`config.mk`:
```
export PLATFORM = sky130hd
export DESIGN_NAME = hilo_mul_controller
export DESIGN_NICKNAME = d
export VERILOG_FILES = /design/src/rtl/hilo_mul_controller_pkg.sv /design/src/rtl/hilo_mul_controller_shift_add_step.sv /design/src/rtl/hilo_mul_controller.sv
export SDC_FILE = /design/constraint.sdc
export NUM_CORES = 1
export LEC_CHECK = 0
export BUFFER_PORTS_ARGS = -buffer_cell sky130_fd_sc_hd__buf_2
export CAP_MARGIN = 10
export CORE_MARGIN = 4
export CORE_UTILIZATION = 50
export CTS_CLUSTER_SIZE = 20
export DETAILED_ROUTE_END_ITERATION = 10
export HOLD_SLACK_MARGIN = 0.05
export PLACE_DENSITY = 0.82
export SKIP_CTS_REPAIR_TIMING = 1
export SLEW_MARGIN = 25
export SYNTH_ARGS = -nofsm -noshare
export SYNTH_HDL_FRONTEND = slang
export SYNTH_SLANG_ARGS = --single-unit
```
`constraint.sdc`:
```
create_clock -name clk -period 2.2 [get_ports clk]
set_input_delay 0.44 -clock clk [delete_from_list [all_inputs] [get_ports clk]]
set_output_delay 0.44 -clock clk [all_outputs]
set_load 0.03 [all_outputs]
```
`src/rtl/hilo_mul_controller_pkg.sv`:
```
// Shared encodings for the multu/mfhi/mflo controller and the instruction decoder.
package hilo_mul_controller_pkg;

    localparam logic [1:0] IDLE   = 2'd0;
    localparam logic [1:0] RUN    = 2'd1;
    localparam logic [1:0] COMMIT = 2'd2;

    // alucontrol codes the decoder emits for the HI/LO instructions
    localparam logic [2:0] ALU_MULTU = 3'b011;
    localparam logic [2:0] ALU_MFHI  = 3'b100;
    localparam logic [2:0] ALU_MFLO  = 3'b101;

endpackage

```
`src/rtl/hilo_mul_controller_shift_add_step.sv`:
```
// One shift-add multiply iteration: conditional add into the upper half of P, then logical shift right.
module shift_add_step #(
    parameter int WIDTH = 32
) (
    input  logic [2*WIDTH:0] p_in,
    input  logic [WIDTH-1:0] mcand,
    output logic [2*WIDTH:0] p_out
);

    logic [WIDTH:0] upper;

    // Upper field is WIDTH+1 bits so the carry out of the add survives the shift.
    always_comb begin
        upper = p_in[2*WIDTH:WIDTH];
        if (p_in[0]) begin
            upper = p_in[2*WIDTH:WIDTH] + {1'b0, mcand};
        end
        p_out = {1'b0, upper, p_in[WIDTH-1:1]};
    end

endmodule

```
`src/rtl/hilo_mul_controller.sv`:
```
// Sequencer for multu (32-step shift-add) owning HI/LO, with core stall for dependent HI/LO accesses.
module hilo_mul_controller
    import hilo_mul_controller_pkg::*;
#(
    parameter int WIDTH = 32
) (
    input  logic             clk,
    input  logic             reset,
    input  logic             start,
    input  logic [WIDTH-1:0] srca,
    input  logic [WIDTH-1:0] srcb,
    input  logic             rd_hi,
    input  logic             rd_lo,
    output logic             stall,
    output logic             busy,
    output logic [WIDTH-1:0] rdata,
    output logic [WIDTH-1:0] hi,
    output logic [WIDTH-1:0] lo
);

    localparam int CW = $clog2(WIDTH);

    logic [1:0]       state;
    logic [1:0]       state_next;
    logic [WIDTH-1:0] mcand;
    logic [2*WIDTH:0] p;
    logic [2*WIDTH:0] p_step;
    logic [CW-1:0]    count;

    shift_add_step #(.WIDTH(WIDTH)) u_step (
        .p_in  (p),
        .mcand (mcand),
        .p_out (p_step)
    );

    assign stall = (start | rd_hi | rd_lo) & (state != IDLE);
    assign rdata = rd_hi ? hi : lo;

    always_comb begin
        state_next = state;
        case (state)
            IDLE:    if (start) state_next = RUN;
            RUN:     if (count == CW'(WIDTH - 1)) state_next = COMMIT;
            COMMIT:  state_next = IDLE;
            default: state_next = IDLE;
        endcase
    end

    always_ff @(posedge clk) begin
        if (reset) begin
            state <= IDLE;
            busy  <= 1'b0;
            mcand <= '0;
            p     <= '0;
            count <= '0;
            hi    <= '0;
            lo    <= '0;
        end else begin
            state <= state_next;
            busy  <= (state_next != IDLE);
            case (state)
                IDLE: begin
                    if (start) begin
                        mcand <= srca;
                        p     <= {{(WIDTH + 1){1'b0}}, srcb};
                        count <= '0;
                    end
                end
                RUN: begin
                    p     <= p_step;
                    count <= count + 1'b1;
                end
                COMMIT: begin
                    hi <= p[2*WIDTH-1:WIDTH];
                    lo <= p[WIDTH-1:0];
                end
                default: ;
            endcase
        end
    end

endmodule
```
==> results.ini, run 1 <==
[place]
routabilityCongestion = 0.933
numPortBuffers = 166
hpwl_mm = 18.9

[die]
rows = 47
coreArea_sq_mm = 0.0168
die_h_um = 140
io-pin-count = 167
start_util_pct = 51.6
die_w_um = 140
dieArea_sq_mm = 0.0195

[critical_path]
max_stage_delay_ns = 0.39
cp_common_cell = a211o_1
regToRegSetupSlack_ns = -0.16
cp.required_ns = 2.52
cp.buffers_inverters = 0
cp_max_fo = 5
crit_start = mcand[1]
crit-reg2reg-launch = mcand[1]
worstPathCellList = ha_4 -> a21oi_4 -> o211ai_4 -> a211o_1 -> a31o_4 -> a221oi_4 -> o31ai_1 -> a211o_1
reg2reg_depth = 8
cp_top_family = compound AO/OA/AOI/OAI gates
crit_end = p[62]
r2r-end = p[62]
critPathSlowestCell = a221oi_4
critPathArrivalTime_ns = 2.68
cp.depth = 8
startpoint_type = flip-flop
end_kind = flip-flop
critPathKind = reg -> reg

[cells_and_area]
synthToLayoutAreaGrowth_pct = 31.3
drive_gt1_share_pct = 30.6
multiInputGateArea_sq_mm = 0.00523
fin_util_pct = 67.8
seq_area_sq_mm = 0.00338
nNetsFinal = 1455
diodes = 0
fill_cells = 1385

[synthesis]
ys_types = 58
yosysWarningCount = 0
syn-num-nets = 1232
syn_area_sq_mm = 0.00866
synthFlopType = dfxtp_1
ys_seq_elements = 168
ys_async_sr_fraction_pct = 0
synth_edf_count = 0
ys_seq_area_share_pct = 38.9
syn-mean-instance-area_sq_um = 7.67
synth_cells = 1128

[route]
drcViolationCount = 0
totalWireLength_mm = 26.9
drtIter0Drc = 913
drtPass1Iterations = 6
viasPerCell = 5.79
wl_per_cell_um = 17.0
vias = 9162
drtAntennaViolNets = 0

[power_and_ir_drop]
pwr-share-clk_pct = 42.0
powerDensity_mw_per_mm2 = 613
p_seq_share_pct = 46.1
p_sw_share_pct = 27.1
pwr-share-comb_pct = 11.9
p_int_mw = 5.08
cellLeakagePower_nw = 4.99
p_switching_mw = 1.88
worst_ir_drop_vdd_mv = 0.607

[grt]
grt_pass1_wl_mm = 42.8
grt.total_usage_pct = 26.3
antenna_found_initial = 0
grt_overflow = 0
grt_pass1_vias = 8767
grt_max_degree = 87

[sta]
fin_crit_sh_pct = 107
fin_ws_ns = -0.157
whs_ns = 0.249
fin_skew_ns = 0.0153
setup_viol = 9
min_period_ns = 2.36
fmax_ghz = 0.424
slew-limit-headroom_pct = 45.5
worst_pin_slew_ns = 0.815
fin_tns_setup_ns = -0.515
rsz0062_at_grt = true
hold_viol_final = 0
drv_slew = 0

[clocking]
root_buffer = clkbuf_16
clockBufferDepth = 2
cts_tree = yes
clock-sinks = 168
path_clk_slew_ns = 0.07
cts_made_buffers = 17
htreeDepth = 4
insertion_delay_ns = 0.43

[run_status]
violations = setup timing
status = finished, violations left

[job]
maxCapViolations = 0

[worst_hold_path]
hold_class = in -> reg

## state kept, by name, summed over array words and instances (netlist names)
signal / count
p: 64
hi: 32
lo: 32
mcand: 32
count: 5
state: 2
busy: 1
## synth_stat cells, types with 2 or more instances
library cell,instances,area [sq um]
a211o_1,4,35.0
a211oi_1,37,278
a21o_1,22,165
a21oi_1,172,861
a221oi_1,3,26.3
a222oi_1,2,20.0
a22oi_1,17,128
a31o_1,2,17.5
a31oi_1,9,56.3
a41oi_1,2,17.5
and2_1,6,37.5
and3_1,5,31.3
buf_1,11,41.3
clkbuf_1,67,251
dfxtp_1,168,3360
ha_1,34,425
inv_1,37,139
mux2_2,34,383
mux2i_1,5,50.1
nand2_1,233,875
nand2b_1,5,31.3
nand3_1,21,105
nand3b_1,2,15.0
nand4_1,13,81.3
nor2_1,112,420
nor2b_1,2,12.5
nor3_1,9,45.0
nor3b_1,3,22.5
o211ai_1,8,60.1
o21a_1,5,37.5
o21ai_0,12,60.1
o21ai_1,8,40.0
o21bai_1,2,15.0
o22ai_1,10,62.6
or2_1,2,12.5
or3_1,2,12.5
xnor2_1,14,123
xor2_1,8,70.1
## worst register-to-register path: stages (launching register included)
cell,delay (ns)
dfxtp_2,0.34
ha_4,0.26
a21oi_4,0.18
o211ai_4,0.11
a211o_1,0.31
a31o_4,0.28
a221oi_4,0.39
o31ai_1,0.13
a211o_1,0.26
## worst min-delay path by stage
stage	end	slack, ns	startpoint	cells past startpoint
after global placement	lo[10]	0.44	p[10]	2
after floorplan	lo[10]	0.43	p[10]	2
after CTS	mcand[18]	0.24	srca[18]	3
final	mcand[10]	0.25	srca[10]	3
after global routing	mcand[25]	0.24	srca[25]	3
after detailed placement	lo[29]	0.44	p[29]	2
## stage by stage
step	area, sq um	cells	power (mW)	setup slack (ns)
6_report	11400	1583	6.96	-0.157
5_1_grt	11400	1583	7.22	-0.214
3_5_place_dp	10400	1550	4.05	-0.235
2_1_floorplan	8670	1128	3.75	-0.0698
4_1_cts	11000	1581	6.94	-0.243
3_3_place_gp	10400	1550	4.03	-0.185
## cells in the final DEF (no fill, tap or decap), drive strengths merged, types with 2 or more instances in the layout
cell / Yosys / routed
a211o: 4 / 4
a211oi: 37 / 37
a21o: 22 / 22
a21oi: 174 / 174
a221oi: 4 / 4
a222oi: 2 / 2
a22oi: 17 / 17
a31o: 3 / 3
a31oi: 9 / 9
a41oi: 2 / 2
and2: 6 / 6
and3: 5 / 5
buf: 12 / 283
clkbuf: 67 / 18
clkinv: 0 / 4
dfxtp: 168 / 168
ha: 34 / 34
inv: 38 / 45
mux2: 34 / 34
mux2i: 5 / 5
nand2: 233 / 233
nand2b: 5 / 5
nand3: 21 / 21
nand3b: 2 / 2
nand4: 13 / 13
nor2: 112 / 112
nor2b: 2 / 2
nor3: 9 / 9
nor3b: 3 / 3
o211ai: 9 / 9
o21a: 5 / 5
o21ai: 20 / 20
o21bai: 2 / 2
o22ai: 10 / 10
or2: 2 / 2
or3: 2 / 2
xnor2: 14 / 14
xor2: 8 / 8
## final cells by class
class	count	share of cell area, %
clock buffer	18	3.78
clock inverter	13	1.20
inverter	38	1.25
multi-input combinational	843	46.0
sequential	168	29.7
tap	220	2.42
timing repair buffer	283	15.6
## power by group through the flow
stage	Sequential [mW]	Combinational [mW]	Clock [mW]
finish	3.21	0.828	2.92
global route	3.22	0.905	3.09
CTS	3.20	0.787	2.95
detailed placement	3.27	0.776	0
global placement	3.27	0.761	0
floorplan	3.26	0.485	0
## metal layers
metal / GRT usage (%) / vias up / part of all wire, %
li1: - / 4362 / -
met1: 32.9 / 4318 / 41
met2: 45.8 / 416 / 49
met3: 4.63 / 66 / 7.2
met4: 9.54 / 0 / 3.0
met5: 0 / - / 0
## cell families (layout without fill, tap and decap cells)
kind of cell	count (synthesis)	count (layout)	synth area share [%]
xor+xnor	22	22	2.23
mux	39	39	5.00
simple gates	418	418	19.9
buf+inv	117	352	5.16
flops	168	168	38.9
fa+ha+maj	35	35	5.15
compound gates	329	329	23.7
Power figures use the tool's default switching activity.
==> run 2, diff against run 1 <==
- CORE_UTILIZATION: 50 -> 45
- MAX_ROUTING_LAYER: default -> met4
- PLACE_DENSITY: 0.82 -> 0.76
==> run 2 against run 1 <==
Net effect:
- the run still ends with setup timing left
- via count decreased by 0.23%
- global-route usage decreased by 1.8 points
- clock skew decreased by 0.0058 ns
- worst setup slack improved by 0.039 ns
- worst hold slack got worse by 0.0060 ns
- first-iteration DRC count decreased by 19%
- core utilization decreased by 5.7 points
- wire length increased by 1.5%
- cell count increased by 4.2%
- sequential power about the same
- flip-flop and latch count unchanged
- count of clock-buffer cells in the layout unchanged
- largest power group unchanged
==> results.ini, run 2 (same netlist as run 1, synthesis figures left out) <==
[cells_and_area]
fin_util_pct = 62.1
final_area_sq_mm = 0.0117
synthToLayoutAreaGrowth_pct = 35.1
top_register = p
largest_reg_flops = 64
nNetsFinal = 1480
final_common_cell = nand2_1
drive_gt1_share_pct = 32.6
diodes = 0
final_cell_mix = 231 x nand2_1, 165 x buf_2, 159 x a21oi_1

[die]
die_h_um = 147
die_w_um = 147
io-pin-count = 167
coreArea_sq_mm = 0.0188
dieArea_sq_mm = 0.0215
rows = 50
start_util_pct = 46.0

[clocking]
root_buffer = clkbuf_16
insertion_delay_ns = 0.43
clock-sinks = 168
clockBufferDepth = 2
cts_made_buffers = 17
htreeDepth = 4
cts_tree = yes
path_clk_slew_ns = 0.07

[route]
drtIter0Drc = 736
drtPass1Iterations = 6
wl_per_cell_um = 16.6
vias = 9141
viasPerCell = 5.54
drcViolationCount = 0
drtAntennaViolNets = 0
totalWireLength_mm = 27.4

[place]
numPortBuffers = 166
hpwl_mm = 19.5
place_area_sq_mm = 0.0106
pre_cts_slack_ns = -0.211
routabilityCongestion = 0.953

[critical_path]
startpoint_type = flip-flop
worstPathCellList = ha_4 -> a21oi_2 -> o211ai_1 -> a211o_1 -> a31o_4 -> a221oi_4 -> buf_4 -> xnor2_2 -> o22ai_1
end_kind = flip-flop
critPathArrivalTime_ns = 2.62
cp.required_ns = 2.50
crit-reg2reg-launch = p[38]
max_stage_delay_ns = 0.35
critPathSlowestCell = a221oi_4
cp_max_fo = 4
critPathKind = reg -> reg
crit_start = p[38]

[sta]
hold_viol_final = 0
fin_skew_ns = 0.00949
rsz0062_at_grt = true
setup_viol = 7
fin_ws_ns = -0.119
fin_crit_sh_pct = 105
drv_slew = 0
min_period_ns = 2.32
slew-limit-headroom_pct = 62.4
worst_pin_slew_ns = 0.563
fmax_ghz = 0.431

[run_status]
status = finished, violations left
violations = setup timing

[power_and_ir_drop]
pwr-share-comb_pct = 11.6
pwr-share-clk_pct = 43.6
powerDensity_mw_per_mm2 = 614
p_sw_share_pct = 26.9
total_power_mw = 7.18
p_seq_share_pct = 44.8
p_int_mw = 5.25
cellLeakagePower_nw = 5.13
p_switching_mw = 1.93
worst_ir_drop_vdd_mv = 0.580

[grt]
antenna_found_initial = 0
grt_max_degree = 108
grt_overflow = 0
grt_pass1_wl_mm = 42.5
grt_pass1_vias = 8443
grt.total_usage_pct = 24.6

[worst_hold_path]
hold_start = srca[25]
hold_class = in -> reg

[job]
maxCapViolations = 0

-- run 2: power by group through the flow --
stage	Clock (mW)	Sequential, mW	Combinational, mW
floorplan	0	3.26	0.485
global placement	0	3.28	0.766
detailed placement	0	3.28	0.781
CTS	3.16	3.21	0.786
global route	3.30	3.23	0.921
finish	3.13	3.22	0.833
-- run 2: through the flow --
step | setup TNS [ns] | hold WS, ns | std cells
after floorplan | -0.125 | 0.432 | 1128
after global placement | -1.16 | 0.439 | 1605
after detailed placement | -1.78 | 0.445 | 1605
after CTS | -2.07 | 0.236 | 1637
after global routing | -1.32 | 0.247 | 1649
final | -0.484 | 0.243 | 1649
-- run 2: final timing paths --
check / depth (start not counted) / to / slack (ns)
worst max-delay path: 9 / p[54] / -0.12
worst min-delay path: 3 / mcand[25] / 0.24
worst min register to register: 2 / lo[18] / 0.45
worst max register to register: 9 / p[54] / -0.12
-- run 2: per-layer routing --
| layer | up-vias | part of all wire, % | global-route usage, % |
|---|---|---|---|
| met3 | 50 | 5.9 | 3.36 |
| met1 | 4357 | 43 | 31.7 |
| met4 | 0 | 2.4 | 7.57 |
| met2 | 320 | 49 | 40.1 |
| met5 | - | 0 | - |
| li1 | 4414 | - | - |
-- run 2: cell type report --
cell class	count	area, sq um
Fill cell	1665	7140
Multi-Input combinational cell	843	5270
Sequential cell	168	3380
Timing Repair Buffer	308	1950
Clock buffer	18	439
Tap cell	260	325
Clock inverter	14	179
Inverter	38	143
-- run 2: critical path: cells and delay by family (launching register included) --
kind | cells | cell delay [ns]
AOI/OAI and AO/OA | 6 | 1.32
xor gates and xnor gates | 1 | 0.10
adders and majority gates | 1 | 0.25
buffers and inverters | 1 | 0.19
DFF | 1 | 0.34
